$ cat src/rtl/mem_arb_pkg.sv
`default_nettype none
// ============================================================================
//  Module   : mem_arb_pkg
//  Purpose  : Shared types and constants for the two-port memory arbiter.
//  Revision : 1.0  initial release
// ============================================================================
package mem_arb_pkg;

    typedef enum logic [1:0] {
        IDLE = 2'd0,
        OWN0 = 2'd1,
        OWN1 = 2'd2
    } owner_e;

    localparam int STAT_W = 16;

endpackage
`default_nettype wire

$ cat src/rtl/mem_arb_stat_ctr.sv
`default_nettype none
// ============================================================================
//  Module   : mem_arb_stat_ctr
//  Purpose  : Saturating event counter for per-requester grant statistics.
//  Revision : 1.0  initial release
// ============================================================================
module mem_arb_stat_ctr #(
    parameter int W = 16
) (
    input  logic         clk,
    input  logic         rst_n,
    input  logic         inc_i,
    output logic [W-1:0] cnt_o
);

    logic [W-1:0] cnt_q;

    always_ff @(posedge clk or negedge rst_n) begin
        if (!rst_n) begin
            cnt_q <= '0;
        end else if (inc_i && (cnt_q != {W{1'b1}})) begin
            cnt_q <= cnt_q + 1'b1;
        end
    end

    assign cnt_o = cnt_q;

endmodule
`default_nettype wire

$ cat src/rtl/mem_arbiter.sv
`default_nettype none
// ============================================================================
//  Module   : mem_arbiter
//  Purpose  : Bursting round-robin arbiter sharing one single-port synchronous
//             memory between two requesters. Define MEM_ARB_STATS_EN to add
//             saturating per-requester grant counters.
//  Revision : 1.0  initial release
// ============================================================================
module mem_arbiter
    import mem_arb_pkg::*;
#(
    parameter int N         = 8,
    parameter int MAX_BURST = 4
) (
    input  logic              clk,
    input  logic              rst_n,
    input  logic              r0_req_i,
    input  logic              r0_we_i,
    input  logic [N-1:0]      r0_addr_i,
    input  logic [N-1:0]      r0_wdata_i,
    output logic              r0_gnt_o,
    output logic              r0_rvalid_o,
    output logic [N-1:0]      r0_rdata_o,
    input  logic              r1_req_i,
    input  logic              r1_we_i,
    input  logic [N-1:0]      r1_addr_i,
    input  logic [N-1:0]      r1_wdata_i,
    output logic              r1_gnt_o,
    output logic              r1_rvalid_o,
    output logic [N-1:0]      r1_rdata_o,
    output logic              mem_we_o,
    output logic [N-1:0]      mem_addr_o,
    output logic [N-1:0]      mem_write_o,
`ifdef MEM_ARB_STATS_EN
    output logic [STAT_W-1:0] stat_gnt0_o,
    output logic [STAT_W-1:0] stat_gnt1_o,
`endif
    input  logic [N-1:0]      mem_read_i
);

    localparam int             CW           = $clog2(MAX_BURST) + 1;
    localparam logic [CW-1:0]  c_BURST_LAST = CW'(MAX_BURST - 1);

    owner_e        owner_q, owner_d;
    logic          last_q, last_d;
    logic [CW-1:0] cnt_q, cnt_d;
    logic          rvalid0_q, rvalid1_q;
    logic          w_gnt0, w_gnt1;
    logic          w_below_max;
    logic [CW-1:0] w_cnt_inc;

    assign w_below_max = (cnt_q < c_BURST_LAST);
    assign w_cnt_inc   = (cnt_q == c_BURST_LAST) ? cnt_q : cnt_q + 1'b1;

    // Owner keeps the memory until its burst budget runs out, but only while
    // the other side is actually waiting.
    always_comb begin
        w_gnt0 = 1'b0;
        w_gnt1 = 1'b0;
        case (owner_q)
            OWN0: begin
                if (r0_req_i && (!r1_req_i || w_below_max)) begin
                    w_gnt0 = 1'b1;
                end else if (r1_req_i) begin
                    w_gnt1 = 1'b1;
                end
            end
            OWN1: begin
                if (r1_req_i && (!r0_req_i || w_below_max)) begin
                    w_gnt1 = 1'b1;
                end else if (r0_req_i) begin
                    w_gnt0 = 1'b1;
                end
            end
            default: begin
                if (r0_req_i && r1_req_i) begin
                    w_gnt0 = last_q;
                    w_gnt1 = ~last_q;
                end else begin
                    w_gnt0 = r0_req_i;
                    w_gnt1 = r1_req_i;
                end
            end
        endcase
    end

    always_comb begin
        owner_d = IDLE;
        last_d  = last_q;
        cnt_d   = '0;
        if (w_gnt0) begin
            owner_d = OWN0;
            last_d  = 1'b0;
            cnt_d   = (owner_q == OWN0) ? w_cnt_inc : '0;
        end else if (w_gnt1) begin
            owner_d = OWN1;
            last_d  = 1'b1;
            cnt_d   = (owner_q == OWN1) ? w_cnt_inc : '0;
        end
    end

    always_ff @(posedge clk or negedge rst_n) begin
        if (!rst_n) begin
            owner_q   <= IDLE;
            last_q    <= 1'b1;
            cnt_q     <= '0;
            rvalid0_q <= 1'b0;
            rvalid1_q <= 1'b0;
        end else begin
            owner_q   <= owner_d;
            last_q    <= last_d;
            cnt_q     <= cnt_d;
            rvalid0_q <= w_gnt0 & ~r0_we_i;
            rvalid1_q <= w_gnt1 & ~r1_we_i;
        end
    end

    assign r0_gnt_o    = w_gnt0;
    assign r1_gnt_o    = w_gnt1;
    assign r0_rvalid_o = rvalid0_q;
    assign r1_rvalid_o = rvalid1_q;
    assign r0_rdata_o  = mem_read_i;
    assign r1_rdata_o  = mem_read_i;

    assign mem_we_o    = (w_gnt0 & r0_we_i) | (w_gnt1 & r1_we_i);
    assign mem_addr_o  = w_gnt0 ? r0_addr_i  : (w_gnt1 ? r1_addr_i  : '0);
    assign mem_write_o = w_gnt0 ? r0_wdata_i : (w_gnt1 ? r1_wdata_i : '0);

`ifdef MEM_ARB_STATS_EN
    mem_arb_stat_ctr #(.W(STAT_W)) u_stat0 (
        .clk   (clk),
        .rst_n (rst_n),
        .inc_i (w_gnt0),
        .cnt_o (stat_gnt0_o)
    );

    mem_arb_stat_ctr #(.W(STAT_W)) u_stat1 (
        .clk   (clk),
        .rst_n (rst_n),
        .inc_i (w_gnt1),
        .cnt_o (stat_gnt1_o)
    );
`endif

endmodule
`default_nettype wire
$ cat config.mk
export PLATFORM = sky130hd
export DESIGN_NAME = mem_arbiter
export DESIGN_NICKNAME = d
export VERILOG_FILES = /design/src/rtl/mem_arb_pkg.sv /design/src/rtl/mem_arb_stat_ctr.sv /design/src/rtl/mem_arbiter.sv
export SDC_FILE = /design/constraint.sdc
export NUM_CORES = 1
export LEC_CHECK = 0
export CELL_PAD_IN_SITES_DETAIL_PLACEMENT = 0
export CELL_PAD_IN_SITES_GLOBAL_PLACEMENT = 1
export CORE_MARGIN = 2
export CORE_UTILIZATION = 18
export DETAILED_ROUTE_END_ITERATION = 12
export GPL_TIMING_DRIVEN = 0
export HOLD_SLACK_MARGIN = 0.12
export PLACE_DENSITY_LB_ADDON = 0.1
export REMOVE_ABC_BUFFERS = 1
export SLEW_MARGIN = 0
export SYNTH_ARGS = -nofsm -noshare
export SYNTH_HDL_FRONTEND = slang
export SYNTH_SLANG_ARGS = --single-unit
$ cat constraint.sdc
create_clock -name clk -period 2.97 [get_ports clk]
set_input_delay 0.891 -clock clk [delete_from_list [all_inputs] [get_ports clk]]
set_output_delay 0.891 -clock clk [all_outputs]
set_load 0.02 [all_outputs]
Word-level counts from Yosys, hierarchy flattened
Cells that the tools add are included.
{"block": "totals", "wordCells": 49, "out_inout_bits": 37, "register_bits": 8, "input_bits": 46}
{"block": "classes", "n_lt_le_gt_ge": 1, "reduce_logical": 8, "addsub": 1, "bitwise_logic": 8, "eq_ne": 3, "mux": 23}
{"cell": "two-way mux 8 bit", "n": 4}
{"cell": "two-way mux 3 bit", "n": 5}
{"cell": "two-way mux 1 bit", "n": 10}
{"cell": "bitwise AND 1 bit", "n": 4}
{"cell": "two-way mux 2 bit", "n": 2}
{"cell": "case mux 1 bit (2 select lines)", "n": 2}
{"cell": "adder 3 x 1 -> 3 bit (second input constant)", "n": 1}
{"cell": "== test 3 x 2 -> 1 bit (second input constant)", "n": 1}
{"cell": "logical AND 1 bit", "n": 3}
{"cell": "less-than comparator 3 x 2 -> 1 bit (second input constant)", "n": 1}
{"cell": "NOT 1 bit", "n": 3}
{"cell": "== test 2 x 1 -> 1 bit (second input constant)", "n": 1}
{"cell": "== test 2 bit (second input constant)", "n": 1}
{"cell": "zero test 1 bit", "n": 2}
{"cell": "logical OR 1 bit", "n": 2}
{"cell": "nonzero test 2 bit", "n": 1}
{"cell": "OR 1 bit", "n": 1}

Longest topological paths before layout
{"block": "logic_depth", "ltp_word": 7, "mapped_depth": 7, "depth_no_buf": 7}

Worst setup path after synthesis
No wires, ideal clock.
{"block": "synth_timing", "kind": "register to output", "from": "reg owner_q[0]", "to": "out mem_addr_o[5]", "path_slack_ns": 0.136, "path_stages_with_launch": 8, "n_path_buf": 1, "t_required_ns": 2.079, "arrival_ns": 1.943, "cell_sequence": "dfrtp_1 -> inv_1 -> ha_1 -> or3_4 -> and3_4 -> a211oi_4 -> buf_6 -> a22o_2"}
{"block": "synth_between", "elab_chain_len": 4, "elab_cells_between_ends": 6, "cone_classes": "eq/ne (2); mux (4)"}
{"item": "from (decl)", "line_no": "mem_arbiter.sv:44", "text": "owner_e owner_q, owner_d;"}
{"item": "from (signal assigned)", "line_no": "mem_arbiter.sv:110", "text": "owner_q <= owner_d;"}
{"item": "== test 2 bit or == test 2 x 1 -> 1 bit (tied branches)", "line_no": "mem_arbiter.sv:60", "text": "case (owner_q)"}
{"item": "case mux 1 bit (2 select lines)", "line_no": "mem_arbiter.sv:60"}
{"item": "two-way mux 8 bit", "line_no": "mem_arbiter.sv:126", "text": "assign mem_addr_o = w_gnt0 ? r0_addr_i : (w_gnt1 ? r1_addr_i : '0);"}
{"item": "two-way mux 8 bit (*)", "line_no": "mem_arbiter.sv:126"}
{"item": "to (decl)", "line_no": "mem_arbiter.sv:32", "text": "output logic [N-1:0] mem_addr_o,"}
Mark *: on every way between the ends. The rest lies on a longest branch, timed or not.

Final worst setup path
{"block": "layout_timing", "from": "reg owner_q[0]", "to": "out mem_addr_o[3]"}
Same word-level chain as after synthesis.

==> implementation parameters <==
Parameter                              Value

Setup path
  Crit path depth ... 8
  FF-to-FF path depth ... 10
  Crit path launch type ... flip-flop
  Sequence of cells on the critical path ... inv_2, ha_4, or3_4, and3_4, a211oi_4, buf_6, a22o_1, buf_6
  Most repeated library cell on the critical path ... buf_6
  Data arrival time of the critical path ... 2.16 ns
  Critical path buffer and inverter count ... 3
  Critical path class ... flip-flop to output port
  Cell class contributing the biggest share of worst-path delay ... simple AND/OR/NAND/NOR gates
  Required time of the critical path ... 2.08 ns
  Cell with the biggest individual delay on the critical path ... dfrtp_1
  Register-to-register setup slack ... 0.87 ns
  CP max stage delay ... 0.40 ns
  Maximum fanout along the worst path ... 9
  Crit end category ... output port

Yosys
  Most frequent cell after synthesis ... buf_4
  Main flop type after synthesis ... dfrtp_1
  Yosys warning total ... 0
  Seq cells post-synth ... 8
  EDFF count, synth ... 0
  Synthesized area per cell ... 9.785 µm²
  Most instantiated cells after synthesis ... buf_4, a22o_2, a22o_1, dfrtp_1, nor2_1
  Most area-hungry cell type in the Yosys netlist ... dfrtp_1
  Synth top area cells ... dfrtp_1, buf_4, a22o_2
  Synthesized cell area ... 763.2 µm²
  Ys async rst share ... 100.0%
  Fraction of synthesized cell area taken by the top area cell type ... 22.95%
  Post-synthesis instance total ... 78
  Count of different cell masters after synthesis ... 28
  Sequential share of the synthesized area ... 26.39%

Global route
  Global-route wire length before repair ... 4008 µm
  Maximum number of pins on one net before global-route repair ... 12
  Total Routing Usage GR ... 10.35%
  Overflow left after global routing ... 0
  Vias in the first global route ... 899
  Number of antenna violations at the first check in global routing ... 0

Detailed routing
  Detailed-routing iteration count for the pre-antenna-repair pass ... 2
  Vias post-DR ... 806
  Post-DR wirelength/cell ... 13.94 µm
  Number of routed nets with antenna violations ... 0
  Iteration-0 DRC count of the detailed router ... 19
  Final Routed Wirelength ... 2524 µm
  DRC violations left ... 0
  Vias per cell ... 4.453

Place
  Number of buffers inserted by port buffering ... 58
  Post-placement worst setup slack ... -1.143 ns
  Weighted congestion at the end of routability-driven global placement ... 0.7262
  Detailed-placement wirelength estimate ... 1844 µm

Timing
  Unrepaired setup endpoints after global routing ... true
  Worst-margin pin slew ... 0.3633 ns
  Worst clock skew on the final layout ... 0.006003 ns
  Total setup violations reported at the end of the flow ... 16
  Final worst-path cycle share ... 102.7%
  Post-layout worst setup margin ... -0.08135 ns
  Hold Worst Slack ... 0.5820 ns
  Minimum period implied by the final worst setup slack ... 3.051 ns
  Slew Limit Fails ... 0
  Highest Clock Rate ... 327.7 MHz
  Final Hold Vio Count ... 0
  Relative slew margins ... 75.70%

Floorplan
  Standard-cell row count ... 23
  I/O pin total ... 83
  Initial standard-cell utilization of the core ... 18.94%
  Core Box Area ... 0.004029 mm²
  Die Height ... 69.12 µm
  Die width ... 69.12 µm
  Die area ... 0.004777 mm²

Power
  Worst ir drop on vdd ... 0.3102 mV
  Leakage ... 0.0006506 µW
  PwrDens ... 1014 mW/mm²
  Power after layout ... 1523 µW

CTS
  Post-CTS clock slew at the launch and capture registers of the worst setup and hold paths ... 0.04 ns
  Clk Latency, worst-skew pair ... 0.23 ns
  TritonCTS clock tree ... built
  Number of buffers created by CTS ... 3
  Count of hold-fix buffers inserted at cts ... 0
  Maximum clock insertion buffer count ... 2
  Clk root buf ... clkbuf_8
  # H-tree levels ... 1
  Clock Sinks ... 8

Final layout
  Fraction of layout cells with a size suffix above 1 ... 43.51%
  Final core occ ... 37.30%
  P&R area growth vs syn ... 96.89%
  Ant diodes ... 0
  Layout net count ... 181

Outcome
  Run status ... finished with violations
  Violated checks ... setup timing

Min path
  Hold/Removal Path Class ... flip-flop to flip-flop
  Hold Path Depth ... 1

Flow run
  Max-cap viol count ... 0
==> final timing paths <==
path	from	to
worst min register to register	last_q	last_q
max in group asynchronous	rst_n	last_q
min in group asynchronous	rst_n	r1_rvalid_o
worst max register to register	owner_q[0]	cnt_q[2]
worst min-delay path	last_q	last_q
worst max-delay path	owner_q[0]	mem_addr_o[3]
==> cells in the final DEF (no fill, tap or decap), types with 2 or more instances in the layout <==
cell / count
clkdlybuf4s50_1: 37
buf_6: 18
a22o_1: 8
dfrtp_1: 7
buf_4: 7
a22o_2: 6
nor2_1: 4
a22o_4: 3
clkbuf_8: 3
nand2_1: 2
inv_2: 2
nor2b_1: 2
mux2i_1: 2
ha_4: 2
buf_2: 2
==> cell families after synthesis <==
logic type / count (synthesis) / synth area share, %
simple gates: 16 / 12.13
fa+ha+maj: 3 / 4.919
flops: 8 / 26.39
mux: 4 / 5.410
xor+xnor: 1 / 1.148
compound gates: 24 / 30.00
buf+inv: 22 / 20.00
==> worst reg2reg max path, stage by stage, from the launching register on <==
cell      delay, ns
dfrtp_1        0.40
inv_2          0.07
ha_4           0.24
buf_4          0.15
nand2b_4       0.06
o211ai_1       0.11
a31oi_4        0.25
buf_2          0.20
buf_4          0.12
mux2i_1        0.29
nor3b_1        0.09
==> flip-flops by register name, summed over array words and instances, names as in the netlist <==
signal / flops
owner_q: 2
last_q: 1
cnt_q: 3
r0_rvalid_o: 1
r1_rvalid_o: 1
==> cell type report <==
cell class                      instances  area [µm²]
Fill cell                             422        2526
Tap cell                               50       62.56
Sequential cell                         8       201.4
Inverter                                3       11.26
Timing Repair Buffer                   68       679.4
Clock buffer                            4       45.04
Multi-Input combinational cell         48       503.0
==> per-stage QoR <==
step	instances	setup TNS [ns]	cell area [µm²]
2_1_floorplan	59	-9.698	621.8
3_3_place_gp	167	-37.25	1265
3_5_place_dp	168	-20.10	1282
4_1_cts	181	-1.289	1448
5_1_grt	181	-2.388	1503
6_report	181	-1.079	1503
==> timing repair <==
action / 4_1_cts / 5_1_grt
buffers inserted: 7 / 2
cloned: 2 / 0
endpoints found under the setup margin: 19 / 18
pin swaps: 7 / 6
gates resized for setup: 106 / 21
==> per-layer routing <==
layer	track usage [%]	routed length, µm	part of all wire, %	vias up
li1	-	-	-	376
met1	11.29	1018	40	359
met2	16.13	1143	45	69
met3	6.579	337	13	2
met4	3.922	24	0.95	0
met5	0	0	0	-
==> report_power, final <==
group / switching, µW / total, µW / internal, µW
clock network: 45.2 / 138 / 93.2
logic: 564 / 1210 / 642
registers: 31.6 / 179 / 148
Power figures use the tool's default switching activity.
